`src/rtl/dcache_tl_e_grantack_sched.sv`:
```
// rtl/dcache_tl_e_grantack_sched.sv - TileLink E-channel GrantAck scheduler for the hart 0 data cache
// Queues sink IDs from last Grant/GrantData beats and replays them on E in arrival order.
module dcache_tl_e_grantack_sched #(
  parameter int SINK_W  = 1,
  parameter int DEPTH   = 2,
  parameter int TIMEOUT = 1024
) (
  input  logic                     clock,
  input  logic                     reset,
  input  logic                     d_valid,
  input  logic                     d_ready,
  input  logic [2:0]               d_opcode,
  input  logic [SINK_W-1:0]        d_sink,
  input  logic                     d_last,
  output logic                     d_block,
  output logic                     e_valid,
  input  logic                     e_ready,
  output logic [SINK_W-1:0]        e_sink,
  output logic [$clog2(DEPTH):0]   pending_count,
  output logic                     idle,
  output logic                     timeout_err
);

  localparam int PW = $clog2(DEPTH);
  localparam int CW = PW + 1;
  localparam int TW = $clog2(TIMEOUT + 1);

  logic [SINK_W-1:0] mem_q [DEPTH];
  logic [SINK_W-1:0] mem_d [DEPTH];
  logic [PW-1:0]     wrptr_q, wrptr_d, rdptr_q, rdptr_d;
  logic [CW-1:0]     count_q, count_d;
  logic [TW-1:0]     tmo_q, tmo_d;
  logic              err_q, err_d;

  logic push, pop, full, wr_en;

  assign full  = (count_q == CW'(DEPTH));
  assign push  = d_valid & d_ready & d_last & ((d_opcode == 3'd4) | (d_opcode == 3'd5));
  assign pop   = e_valid & e_ready;
  // A full queue can still take a push when the head leaves in the same cycle.
  assign wr_en = push & (~full | pop);

  assign e_valid       = (count_q != '0);
  assign e_sink        = mem_q[rdptr_q];
  assign d_block       = full;
  assign pending_count = count_q;
  assign idle          = (count_q == '0);
  assign timeout_err   = err_q;

  always_comb begin
    mem_d   = mem_q;
    wrptr_d = wrptr_q;
    rdptr_d = rdptr_q;
    count_d = count_q;
    if (wr_en) begin
      mem_d[wrptr_q] = d_sink;
      wrptr_d        = wrptr_q + PW'(1);
    end
    if (pop) begin
      rdptr_d = rdptr_q + PW'(1);
    end
    if (wr_en && !pop) begin
      count_d = count_q + CW'(1);
    end else if (!wr_en && pop) begin
      count_d = count_q - CW'(1);
    end
  end

  always_comb begin
    tmo_d = tmo_q;
    if (!e_valid || pop) begin
      tmo_d = '0;
    end else if (tmo_q != TW'(TIMEOUT)) begin
      tmo_d = tmo_q + TW'(1);
    end
    err_d = err_q | (tmo_d == TW'(TIMEOUT));
  end

  always_ff @(posedge clock) begin
    if (reset) begin
      for (int i = 0; i < DEPTH; i++) begin
        mem_q[i] <= '0;
      end
      wrptr_q <= '0;
      rdptr_q <= '0;
      count_q <= '0;
      tmo_q   <= '0;
      err_q   <= 1'b0;
    end else begin
      mem_q   <= mem_d;
      wrptr_q <= wrptr_d;
      rdptr_q <= rdptr_d;
      count_q <= count_d;
      tmo_q   <= tmo_d;
      err_q   <= err_d;
    end
  end

  // Upstream ignored d_block: the GrantAck for this beat is lost.
  a_no_push_when_full: assert property (@(posedge clock) disable iff (reset)
    !(push && full && !pop));

endmodule

```
`config.mk`:
```
export PLATFORM = sky130hd
export DESIGN_NAME = dcache_tl_e_grantack_sched
export DESIGN_NICKNAME = d
export VERILOG_FILES = /design/src/rtl/dcache_tl_e_grantack_sched.sv
export SDC_FILE = /design/constraint.sdc
export NUM_CORES = 1
export LEC_CHECK = 0
export ABC_AREA = 1
export CORE_AREA = 2 2 61 63
export DETAILED_ROUTE_END_ITERATION = 12
export DIE_AREA = 0 0 63 65
export SLEW_MARGIN = 20
export SYNTH_ARGS = -nofsm -noshare
export SYNTH_HDL_FRONTEND = slang
export SYNTH_SLANG_ARGS = --single-unit
```
`constraint.sdc`:
```
create_clock -name clock -period 3 [get_ports clock]
set_input_delay 0.75 -clock clock [delete_from_list [all_inputs] [get_ports clock]]
set_output_delay 0.75 -clock clock [all_outputs]
set_load 0.005 [all_outputs]
```
==> flow_summary.yaml <==
layout:
  seqCellArea_um2: 360
  drive_gt1_frac: 0.0723
  layout_commonest_cell: "nand2_1"
  fill_cells: 396
  final_cell_mix: "34 x nand2_1, 27 x nor2_1, 20 x inv_1"
  area_growth_pct: 25.4
  final_util: 0.354
  multi_input_area_um2: 547
  fin_nets: 180
  antenna_cells: 0
place:
  dpl.hpwl_mm: 1.60
  gp_congestion: 0.795
  numPortBuffers: 15
route:
  wirelength_mm: 2.08
  drt_first_pass_iters: 4
  vias_per_cell: 4.44
  antenna_left: 0
  vias: 950
  first_iter_violations: 41
  wire_per_inst_um: 9.71
  drcViolationCount: 0
sta:
  slew_violations: 0
  rsz0062_at_grt: "no"
  setup_violations: 0
  setup_tns_ns: 0
  min_period_over_period: 0.760
  final.setup_skew_ns: 0.0104
  final.min_clock_period_ns: 2.28
  fmax_mhz: 439
  max-slew-margin-rel: 0.760
  finalHoldViolCount: 0
  max_slew.worst_pin.slew_ns: 0.358
die:
  num_io_pins: 17
  num_rows: 22
  initial_core_util: 0.282
  core_area_mm2: 0.00350
  die_w_um: 63
  fp.dieH_um: 65
  die_area_mm2: 0.00410
clock_network:
  cts_buffer_depth: 2
  cts_setup_buffers: 0
  cts_buffers: 3
  cts_tree: "yes"
  htree_levels: 1
  clockRootBuffer: "clkbuf_4"
  clock_sinks: 18
  cts.hold.buffers_added: 0
  cts.repair.resized: 0
  clk_pin_slew_ns: 0.12
  clk_latency_ns: 0.31
yosys:
  syn_nets: 160
  syn_area_um2: 986
  synth_cell_types: 21
  yosys.area.top_type_share: 0.365
  synth.area.top_cells: "dfxtp_1 37%, nand2_1 13%, nor2_1 10%, inv_1 7.6%, nand3_1 4.6%"
  synthCells: 147
  synth-seq-cells: 18
  ys_seq_area_frac: 0.365
  yosysTopAreaCell: "dfxtp_1"
  yosysWarnings: 0
  synth_area_per_cell_um2: 6.71
setup_path:
  cp-end-kind: "flop"
  arrival_ns: 2.48
  critical_path_peak_fanout: 3
  crit_required_ns: 3.20
  startpoint_type: "input port"
  crit_type: "in2reg"
grt:
  gr-total-overflow: 0
  grt_pass1_vias: 919
  grtUsageTotal: 0.116
  antenna_found_initial: 0
  grt_pass1_wl_mm: 3.83
  grt_max_degree: 15
power_and_ir_drop:
  power_density_mw_per_mm2: 457
  pwr-share-clk: 0.279
  power_frac_seq: 0.470
  p_int_mw: 0.397
  vdd_drop_max_mv: 0.124
  switching_share: 0.297
  leakage_nw: 0.519
  power_frac_comb: 0.251
  power.switching_mw: 0.168
hold_path:
  min_path_type: "reg2reg"
job:
  maxCapViolCount: 0
status:
  status: "finished, final reports clean"
-- flip-flops by register name, summed over array words and instances (netlist names) --
name,count
mem_q,2
pending_count,2
rdptr_q,1
timeout_err,1
tmo_q,11
wrptr_q,1
-- power groups by stage --
stage	combinational [mW]	clock [mW]	sequential [mW]
6_report	0.142	0.158	0.265
5_1_grt	0.161	0.171	0.268
4_1_cts	0.144	0.165	0.266
3_5_place_dp	0.143	0	0.271
3_3_place_gp	0.143	0	0.270
2_1_floorplan	0.0757	0	0.269
-- per-stage QoR --
| step | total power, mW | instance area [µm²] | hold slack (ns) | std cells | setup WS (ns) |
|---|---|---|---|---|---|
| 3_3_place_gp | 0.413 | 1200 | 0.442 | 210 | 0.441 |
| 5_1_grt | 0.600 | 1240 | 0.496 | 214 | 0.554 |
| 2_1_floorplan | 0.345 | 986 | 0.424 | 147 | 1.11 |
| 4_1_cts | 0.574 | 1240 | 0.463 | 214 | 0.736 |
| 3_5_place_dp | 0.414 | 1200 | 0.444 | 210 | 0.403 |
| 6_report | 0.564 | 1240 | 0.456 | 214 | 0.721 |
-- critical path, cell delays in order --
cell and delay (ns):
clkdlybuf4s50_1 0.59, inv_1 0.08, nand2_1 0.07, nand4_1 0.14, inv_1 0.14, ha_1 0.26
a21oi_1 0.13, o21ai_0 0.11, o21ai_0 0.15, a21oi_1 0.05
-- cell type report --
type,instances,area share
sequential,18,0.291
inverter,20,0.0607
clock buffer,4,0.0294
tap,48,0.0486
timing repair buffer,16,0.128
multi-input combinational,108,0.442
-- layer usage --
metal / part of all wire / GRT usage
met5: 0 / 0
met4: 0.019 / 0.0611
met3: 0.069 / 0.0260
met2: 0.45 / 0.195
met1: 0.46 / 0.136
-- kinds of logic (layout without fill, tap and decap cells) --
group           after synthesis  in the layout  share of synthesized area
fa+ha+maj                     3              3                     0.0381
flops                        18             18                      0.365
simple gates                 86             86                      0.409
buf+inv                      21             40                     0.0799
xor+xnor                      2              2                     0.0178
compound gates               17             17                     0.0901
-- synthesized netlist by cell type, drive strengths merged --
master	instances
nand2	34
o21ai	8
nor2	30
dfxtp	18
xor2	2
ha	3
nand3b	1
inv	20
nand3	11
clkbuf	1
and2	1
nand4	3
nor3	4
nor4	1
a21oi	9
nor3b	1
-- worst paths after layout --
kind | start | to | slack (ns) | cells past startpoint
worst min-delay path | mem_q[1] | mem_q[1] | 0.46 | 2
worst max register to register | pending_count[1] | pending_count[1] | 1.26 | 10
worst min register to register | mem_q[1] | mem_q[1] | 0.46 | 2
worst max-delay path | e_ready | pending_count[1] | 0.72 | 10
No activity file was read; power rests on OpenSTA's default activity.
==> edit (config.mk and constraints unchanged) <==
Set the parameter `TIMEOUT` to 512 (it was 1024).
--- a/src/rtl/dcache_tl_e_grantack_sched.sv
+++ b/src/rtl/dcache_tl_e_grantack_sched.sv
@@ -3,7 +3,7 @@
 module dcache_tl_e_grantack_sched #(
   parameter int SINK_W  = 1,
   parameter int DEPTH   = 2,
-  parameter int TIMEOUT = 1024
+  parameter int TIMEOUT = 512
 ) (
   input  logic                     clock,
   input  logic                     reset,
Formal check against the unedited RTL: same outputs for any inputs over 10 cycles, from zero or initial values and one cycle with reset high; that may be too few to reach the edited logic, so the function may still have changed.
==> edit against the original RTL <==
- setup slack better by 92 ps
- total power decreased by 21%
- wire length fell by 14%
- largest power group unchanged
- sequential cell count shrank 1
- register-to-register slack improved by 70 ps
- cell area fell by 3.6%
- area after synthesis decreased by 2.4%
- count of clock-buffer cells in the layout did not move
- critical path type is now reg2out
==> edit: results (changes against the original RTL) <==
Synthesis
  – Yosys Warn Count: 0 (unchanged)
  – Sequential-to-total area share from yosys stat: 0.354 (-0.0118)
  – Synth Net Count: 156 (-2.5%)
  – Syn Inst Count: 143 (-2.7%)
  – Area contributors post-synth: dfxtp_1 35%, nand2_1 12%, nor2_1 11%, inv_1 8.6%, nand3_1 6.2%
  – Async S/R FF share, synth: 0 (unchanged)
  – Leading post-synthesis cells by instance count: 32 x nand2_1, 27 x nor2_1, 22 x inv_1
  – Yosys cell types: 23 (+9.5%)

Detailed routing
  – Met1 WL: 935 um (-2.7%)
  – DR vias: 851 (-10%)
  – Metal3 WL: 64 um (-56%)
  – First-pass detailed-route iteration total: 3 (-1)
  – Total Wirelength: 1.79 mm (-14%)
  – Wire length on met2: 767 um (-18%)
  – Max layer used: met4
  – Initial drt markers: 10 (-76%)

Setup path
  – R2R setup slack: 1330 ps (+70 ps)
  – RR Endpoint: pending_count[1]
  – CP max FO: 4 (+1)
  – Reg2Reg Depth: 10 (unchanged)
  – Largest stage delay, worst path: 560 ps (-30 ps)
  – Worst EP arrival: 1440 ps (-1040 ps)
  – R2r startpoint: pending_count[1]

Run status
  – Status: finished clean

Power and ir drop
  – Worst ir drop on vdd: 280 uV (+130%)
  – Sequential Power: 0.240 mW (-9.4%)
  – Switching Power: 0.115 mW (-31%)
  – Clock power share: 0.267 (-0.012)
  – Leakage: 0.522 nW (+0.60%)
  – Tot Pwr: 0.446 mW (-21%)

Final layout
  – Max FFs per register: 10 (-1)
  – Layout fillers: 406 (+2.5%)
  – Count of non-filler cells in the finished layout: 208 (-2.8%)
  – Final nets: 174 (-3.3%)
  – Fraction of layout cells with a size suffix above 1: 0.0813 (+0.00896)
  – Antenna diode count: 0 (unchanged)

STA
  – Worst-margin pin slew: 633 ps (+276 ps)
  – Setup violations, final: 0 (unchanged)
  – Worst Skew: 2.47 ps (-7.90 ps)

Global route
  – Global-route usage over all layers: 0.101 (-0.0140)
  – Vias in the first global route: 742 (-19%)
  – Largest net degree at the start of global routing: 18 (+3)
  – First-pass GRT wire length: 3.27 mm (-15%)

Clock tree
  – Clk_lat worst skew: 280 ps (-30 ps)
  – Clock transition at the registers of the reported paths: 90 ps (-30 ps)
  – Clock tree buffer depth: 2 (unchanged)

Hold path
  – Tightest Hold Check Type: reg2reg

Placed design
  – Inst Count DP: 204 (-2.9%)
  – GP Congestion: 0.771 (-3.0%)
  – Post-DP HPWL: 1.42 mm (-12%)
-- edit: cell types whose count changed after synthesis, sizes merged, moves of 2 or more --
cell,change
a21oi,-3
inv,+2
nand3,+4
nand4,-2
nor3,-3
o21ai,-5
-- edit: kinds of logic (layout without fill, tap and decap cells) --
group | Yosys count | after routing | share of synthesized area
AO/OA/AOI/OAI | 12 | 12 | 0.0741
XOR/XNOR | 3 | 3 | 0.0273
adder cells (fa/ha/maj) | 3 | 3 | 0.0390
buffers and inverters | 24 | 41 | 0.0936
flip-flops | 17 | 17 | 0.354
AND/OR/NAND/NOR | 84 | 84 | 0.412
-- edit: layout make-up --
class	count	area [um2]	area share
clock buffer	4	26.3	0.0221
inverter	22	82.6	0.0693
multi-input combinational	102	532	0.446
sequential	17	340	0.286
tap	48	60.1	0.0504
timing repair buffer	15	150	0.126
-- edit: worst register-to-register path, cell delays in order (launching register included) --
cell and delay, ps:
dfxtp_1 360, inv_1 70, nor2_1 120, nand2_1 60, nand4_1 110, inv_1 90
ha_1 310, a21oi_1 120, o21ai_0 110, a21oi_1 130, o21a_1 140
-- edit: metrics by stage --
stage	hold WS [ps]	area [um2]	worst slack, ps
after global routing	495	1190	721
after CTS	469	1190	788
after detailed placement	452	1160	566
after floorplan	434	962	1180
after global placement	453	1160	560
final	463	1190	813
-- edit: worst max-delay path by stage --
stage | start | to | slack (ps)
final | pending_count[0] | idle | 810
after global routing | d_ready | pending_count[1] | 720
after CTS | pending_count[0] | idle | 790
after detailed placement | d_valid | pending_count[1] | 570
after global placement | e_ready | pending_count[1] | 560
after floorplan | d_valid | pending_count[1] | 1180
-- edit: routing by layer --
metal | vias up | global-route usage
met2 | 9 | 0.141
met3 | 2 | 0.0365
met4 | 0 | 0.0417
li1 | 479 | -
met5 | - | 0
met1 | 361 | 0.140
